`src/rtl/uart_pkg.sv`:
```
// Shared UART constants used by the receive-side FIFO and its neighbours.
package uart_pkg;

    localparam int UART_DATA_W   = 8;
    localparam int CLOCK_PER_BIT = 10416;
    localparam int BAUD_RATE     = 9600;

endpackage

```
`src/rtl/uart_rx_fifo_if.sv`:
```
// Receiver-to-consumer bus of the UART receive FIFO; the FIFO is the slave side.
interface uart_rx_fifo_if #(
    parameter int DATA_W = 8,
    parameter int DEPTH  = 16
) ();

    // Producer side has no ready: a byte is offered for one clock on each rising
    // edge of rx_done and is either stored or dropped (overflow). Consumer side is
    // first-word-fall-through: rd_data is valid whenever empty is low, and the head
    // is consumed on a clock where rd_en is high and empty is low.
    logic [DATA_W-1:0]        rx_data;
    logic                     rx_done;
    logic                     rd_en;
    logic                     clr_ovf;
    logic [DATA_W-1:0]        rd_data;
    logic                     empty;
    logic                     full;
    logic [$clog2(DEPTH):0]   count;
    logic                     overflow;
`ifdef UART_RX_FIFO_ALMOST_FULL_EN
    logic                     almost_full;
`endif

    modport master (
        output rx_data, rx_done, rd_en, clr_ovf,
`ifdef UART_RX_FIFO_ALMOST_FULL_EN
        input  almost_full,
`endif
        input  rd_data, empty, full, count, overflow
    );

    modport slave (
        input  rx_data, rx_done, rd_en, clr_ovf,
`ifdef UART_RX_FIFO_ALMOST_FULL_EN
        output almost_full,
`endif
        output rd_data, empty, full, count, overflow
    );

endinterface

```
`src/rtl/rise_edge_detect.sv`:
```
// One-bit rising-edge detector with a registered previous value; reusable for tx_start.
module rise_edge_detect (
    input  logic clk,
    input  logic rst,
    input  logic sig,
    output logic rise
);

    logic prev;
    logic arm;

    // arm masks the first clock after reset so a level held through reset is not an edge.
    always_ff @(posedge clk) begin
        if (rst) begin
            prev <= 1'b0;
            arm  <= 1'b1;
        end else begin
            prev <= sig;
            arm  <= 1'b0;
        end
    end

    assign rise = sig & ~prev & ~arm;

endmodule

```
`src/rtl/uart_rx_fifo.sv`:
```
// FWFT byte FIFO behind the UART receiver with sticky overflow.
// Optional almost_full output enabled by defining UART_RX_FIFO_ALMOST_FULL_EN.
module uart_rx_fifo
    import uart_pkg::*;
#(
    parameter int DATA_W   = UART_DATA_W,
    parameter int DEPTH    = 16,
    parameter int AF_LEVEL = 12
) (
    input  logic           clk,
    input  logic           rst,
    uart_rx_fifo_if.slave  bus
);

    localparam int AW = $clog2(DEPTH);

    logic [DATA_W-1:0] mem [DEPTH];
    logic [AW:0]       wptr;
    logic [AW:0]       rptr;
    logic [AW:0]       count_q;
    logic [AW:0]       count_next;
    logic              ovf_q;
    logic              push;
    logic              pop;
    logic              wr;
    logic              drop;
    logic              empty_w;
    logic              full_w;

    rise_edge_detect u_push_edge (
        .clk  (clk),
        .rst  (rst),
        .sig  (bus.rx_done),
        .rise (push)
    );

    assign empty_w = (count_q == '0);
    assign full_w  = (count_q == (AW+1)'(DEPTH));
    assign pop     = bus.rd_en & ~empty_w;
    // A pop in the same clock frees the head slot, so a push at full still lands.
    assign wr      = push & (~full_w | pop);
    assign drop    = push & full_w & ~pop;

    always_comb begin
        count_next = count_q;
        case ({wr, pop})
            2'b10:   count_next = count_q + 1'b1;
            2'b01:   count_next = count_q - 1'b1;
            default: count_next = count_q;
        endcase
    end

    always_ff @(posedge clk) begin
        if (rst) begin
            wptr    <= '0;
            rptr    <= '0;
            count_q <= '0;
            ovf_q   <= 1'b0;
        end else begin
            if (wr)  wptr <= wptr + 1'b1;
            if (pop) rptr <= rptr + 1'b1;
            count_q <= count_next;
            if (drop)             ovf_q <= 1'b1;
            else if (bus.clr_ovf) ovf_q <= 1'b0;
        end
    end

    always_ff @(posedge clk) begin
        if (wr && !rst) mem[wptr[AW-1:0]] <= bus.rx_data;
    end

    assign bus.rd_data  = empty_w ? '0 : mem[rptr[AW-1:0]];
    assign bus.empty    = empty_w;
    assign bus.full     = full_w;
    assign bus.count    = count_q;
    assign bus.overflow = ovf_q;

`ifdef UART_RX_FIFO_ALMOST_FULL_EN
    logic af_q;

    // Compared on the next count so the flop lines up with count itself.
    always_ff @(posedge clk) begin
        if (rst) af_q <= 1'b0;
        else     af_q <= (32'(count_next) >= AF_LEVEL);
    end

    assign bus.almost_full = af_q;
`else
    logic unused_af_level;
    assign unused_af_level = (AF_LEVEL != 0);
`endif

endmodule

```
`src/flat_wrapper.sv`:
```
// flat-port wrapper written by rule: the top's interface ports become plain ports
module uart_rx_fifo_flat import uart_pkg::*;
#(
    parameter int DATA_W   = UART_DATA_W,
    parameter int DEPTH    = 16,
    parameter int AF_LEVEL = 12
)
  (clk, rst, bus_rx_data, bus_rx_done, bus_rd_en, bus_clr_ovf, bus_rd_data, bus_empty, bus_full, bus_count, bus_overflow);
  uart_rx_fifo_if #(.DATA_W(DATA_W), .DEPTH(DEPTH)) bus_i ();
  input  logic clk;
  input  logic rst;
  input wire logic [$bits(bus_i.rx_data)-1:0] bus_rx_data;
  input wire logic [$bits(bus_i.rx_done)-1:0] bus_rx_done;
  input wire logic [$bits(bus_i.rd_en)-1:0] bus_rd_en;
  input wire logic [$bits(bus_i.clr_ovf)-1:0] bus_clr_ovf;
  output wire logic [$bits(bus_i.rd_data)-1:0] bus_rd_data;
  output wire logic [$bits(bus_i.empty)-1:0] bus_empty;
  output wire logic [$bits(bus_i.full)-1:0] bus_full;
  output wire logic [$bits(bus_i.count)-1:0] bus_count;
  output wire logic [$bits(bus_i.overflow)-1:0] bus_overflow;
  assign bus_i.rx_data = bus_rx_data;
  assign bus_i.rx_done = bus_rx_done;
  assign bus_i.rd_en = bus_rd_en;
  assign bus_i.clr_ovf = bus_clr_ovf;
  assign bus_rd_data = bus_i.rd_data;
  assign bus_empty = bus_i.empty;
  assign bus_full = bus_i.full;
  assign bus_count = bus_i.count;
  assign bus_overflow = bus_i.overflow;
  uart_rx_fifo #(.DATA_W(DATA_W), .DEPTH(DEPTH), .AF_LEVEL(AF_LEVEL)) u_core (.clk(clk), .rst(rst), .bus(bus_i));
endmodule
```
`config.mk`:
```
export PLATFORM = sky130hd
export DESIGN_NAME = uart_rx_fifo_flat
export DESIGN_NICKNAME = d
export VERILOG_FILES = /design/src/rtl/uart_pkg.sv /design/src/rtl/uart_rx_fifo_if.sv /design/src/rtl/rise_edge_detect.sv /design/src/rtl/uart_rx_fifo.sv /design/src/flat_wrapper.sv
export SDC_FILE = /design/constraint.sdc
export NUM_CORES = 1
export LEC_CHECK = 0
export CAP_MARGIN = 10
export CORE_ASPECT_RATIO = 0.9
export CORE_MARGIN = 4
export CORE_UTILIZATION = 55
export CTS_CLUSTER_DIAMETER = 40
export DETAILED_ROUTE_END_ITERATION = 10
export PLACE_DENSITY = 0.78
export SLEW_MARGIN = 20
export SYNTH_ARGS = -nofsm -noshare
export SYNTH_HDL_FRONTEND = slang
export SYNTH_HIERARCHICAL = 1
export SYNTH_SLANG_ARGS = --single-unit
```
`constraint.sdc`:
```
create_clock -name clk -period 3.8 [get_ports clk]
set_input_delay 0.57 -clock clk [delete_from_list [all_inputs] [get_ports clk]]
set_output_delay 0.57 -clock clk [all_outputs]
set_load 0.03 [all_outputs]
```
==> results.cfg <==
[status]
status = finished clean

[hold_path]
hold_path_class = register to register

[detailed_routing]
dr.pass1.iters = 5
drc = 0
vias = 3105
wl_per_cell_um = 22.5
drt_iter0_drc = 303
drt_wl_total_um = 11400
via_per_inst = 6.12
final_antenna_net_count = 0

[timing]
setup_viol = 0
finalCritPeriodShare_pct = 90.8
rsz0062_at_grt = false
relSlewSlack_pct = 34.4
skew_ns = 0.00873
drv_slew = 0
max_clock_freq_mhz = 290
fin_tns_setup_ns = 0
period_needed_ns = 3.45
finalHoldViolations = 0
tightest_slew_ns = 0.981

[setup_path]
slowest_delay_ns = 0.74
rrSetupSlack_ns = 1.29
cp_cell_sequence = or4_1, nor2_1, or2_2, o22ai_1, clkdlybuf4s50_1
required_ns = 3.23
worstSetupStartpointType = register
reg2reg_from = u_core/bus.count[1]
arrival_ns = 2.88
r2r-end = u_core/mem[1][7]
crit_start = u_core/bus.count[1]
worstPathMaxFanout = 10
setup.worst_path.end = bus_rd_data[7]
crit_slowest_cell = clkdlybuf4s50_1
critPathKind = register to output pin
r2r_cells = 4
crit_buf_inv = 1
end_kind = output pin
path_delay_family = simple AND/OR/NAND/NOR gates
crit_cells = 5

[yosys]
avgSynthCellArea_um2 = 18.4
syn_area_mm2 = 0.00593
synth_flop_cell = edfxtp_1
synth-compound-area-share_pct = 3.80
synth_fp_nets = 341
yosysWarnings = 6
synth_mux_area_share_pct = 15.9
synth-seq-cells = 148
syn_inst = 322
synthArstFlopShare_pct = 0
synth-seq-area-share_pct = 71.5
yosys.area_share.adder_pct = 1.27
synthDistinctLibCells = 44
synth_edf_count = 128
synthSimpleGateAreaFrac_pct = 5.10
synth_top_family_by_area = multiplexers
synth_xor_area_share_pct = 0.886

[floorplanning]
core_mm2 = 0.0104
initial_utilization_pct = 57.2
fp.dieW_um = 117
num_rows = 35
die_y_um = 107
die_area_mm2 = 0.0125
num_io_pins = 29

[cts]
cts_tree = done
clkTransAtPathRegs_ns = 0.06
cts_buffer_depth = 2
clock_latency_ns = 0.41
ctsHoldBuffers = 0
cts_setup_buffers = 0
clock-sinks = 148
cts-root-buf = clkbuf_16
htree_levels = 4
cts.repair.resized = 0
cts_inserted_buffers = 17

[global_routing]
overflow = 0
grt_max_degree = 33
grt_pass1_wl_um = 17900
antenna_found_initial = 0
grt_usage_pct = 19.5
grt_pass1_vias = 3206

[layout]
register_area_mm2 = 0.00425
areaGrowthSynthToFinish_pct = 18.6
final_common_cell = edfxtp_1
multi_input_area_mm2 = 0.00160
fillCellCount = 658
layout-drive-gt1-share_pct = 21.7
nets = 386
antenna_cells = 0
layout_common_cells = edfxtp_1 (128), nor2_1 (32), mux4_2 (32), clkdlybuf4s50_1 (28)

[power_and_ir_drop]
p_total_w = 0.00476
power_per_cell_area_mw_per_mm2 = 677
ir_drop_v = 0.000597
leakagePower_nw = 2.24

[place]
gp_congestion = 0.827
dp_hpwl_um = 6750
port_buffers = 28

[run]
maxCapViolCount = 0
## cell type report
| cell class | count | area share, % |
|---|---|---|
| repair buffers | 42 | 5.66 |
| flip-flops and latches | 148 | 60.3 |
| clock buffers | 20 | 6.21 |
| inverters | 3 | 0.160 |
| well taps | 129 | 2.29 |
| clock inverters | 10 | 2.60 |
| multi-input cells | 155 | 22.7 |
## worst reg2reg max path: stages, from the launching register on
cell and delay (ns):
dfxtp_1 0.49, or4_1 0.45, o31a_1 0.30, nand2_1 0.15
nor2_1 0.73
## per-stage QoR
| stage | cell area, um^2 | hold slack, ns | util (%) | worst slack, ns | cells |
|---|---|---|---|---|---|
| floorplan | 5930 | 0.485 | - | 1.02 | 322 |
| global route | 7040 | 0.591 | 67.8 | 0.264 | 507 |
| global placement | 6420 | 0.504 | 61.8 | 0.848 | 477 |
| detailed placement | 6420 | 0.528 | 61.8 | 0.752 | 477 |
| finish | 7040 | 0.554 | 67.8 | 0.349 | 507 |
| CTS | 7040 | 0.562 | 67.8 | 0.378 | 507 |
## Yosys cell counts, types with 2 or more instances
cell        n  area (um^2)
buf_2       5         25.0
and3_1      2         12.5
a22oi_1     2         15.0
mux2i_1    19          190
o21ai_1     2         10.0
a21o_1      2         15.0
xor2_1      5         43.8
nand2_1     4         15.0
edfxtp_1  128         3840
dfxtp_1    20          400
mux2_2      2         22.5
nand4_1     2         12.5
mux4_2     32          721
nor2_1     32          120
o22ai_1     8         50.1
ha_1        6         75.1
nand3_1     2         10.0
nor2b_1     7         43.8
a21oi_1     5         25.0
inv_1       3         11.3
clkbuf_1    7         26.3
buf_1       2         7.51
o211ai_1    3         22.5
or3_1       2         12.5
## metal layers
layer	vias to the layer above	global-route usage [%]	part of all wire [%]
met4	0	5.77	0.65
met5	-	0	0
li1	1377	-	-
met3	8	5.59	6.9
met1	1576	25.6	42
met2	144	32.2	51
## kinds of logic after synthesis
family                     after synthesis
AOI/OAI and AO/OA                       29
xor gates and xnor gates                 6
adders and majority gates                6
buffers and inverters                   19
DFF                                    148
muxes                                   54
and+or+nand+nor                         60
## registers in the layout, summed over array words and instances, names as in the netlist, named ones only
| signal | count |
|---|---|
| u_core/rptr | 4 |
| u_core/bus.count | 5 |
| u_core/mem | 128 |
| u_core/u_push_edge/arm | 1 |
| u_core/bus.overflow | 1 |
| u_core/wptr | 4 |
| u_core/u_push_edge/prev | 1 |
## power by group
part           total (W)  switching, W  internal, W
Sequential       0.00189     0.0000901      0.00180
Combinational    0.00111      0.000587     0.000528
Clock            0.00175      0.000600      0.00115
## how the worst min path moves through the flow
stage                   start              to  slack, ns  depth (start not counted)
5_1_grt        u_core/rptr[3]  u_core/rptr[3]       0.59                          2
4_1_cts        u_core/rptr[1]  u_core/rptr[1]       0.56                          2
3_3_place_gp   u_core/rptr[3]        register       0.50                          2
3_5_place_dp   u_core/rptr[3]        register       0.53                          2
2_1_floorplan  u_core/rptr[3]        register       0.48                          2
6_report       u_core/rptr[1]  u_core/rptr[1]       0.55                          2
(Power assumes the default switching activity.)
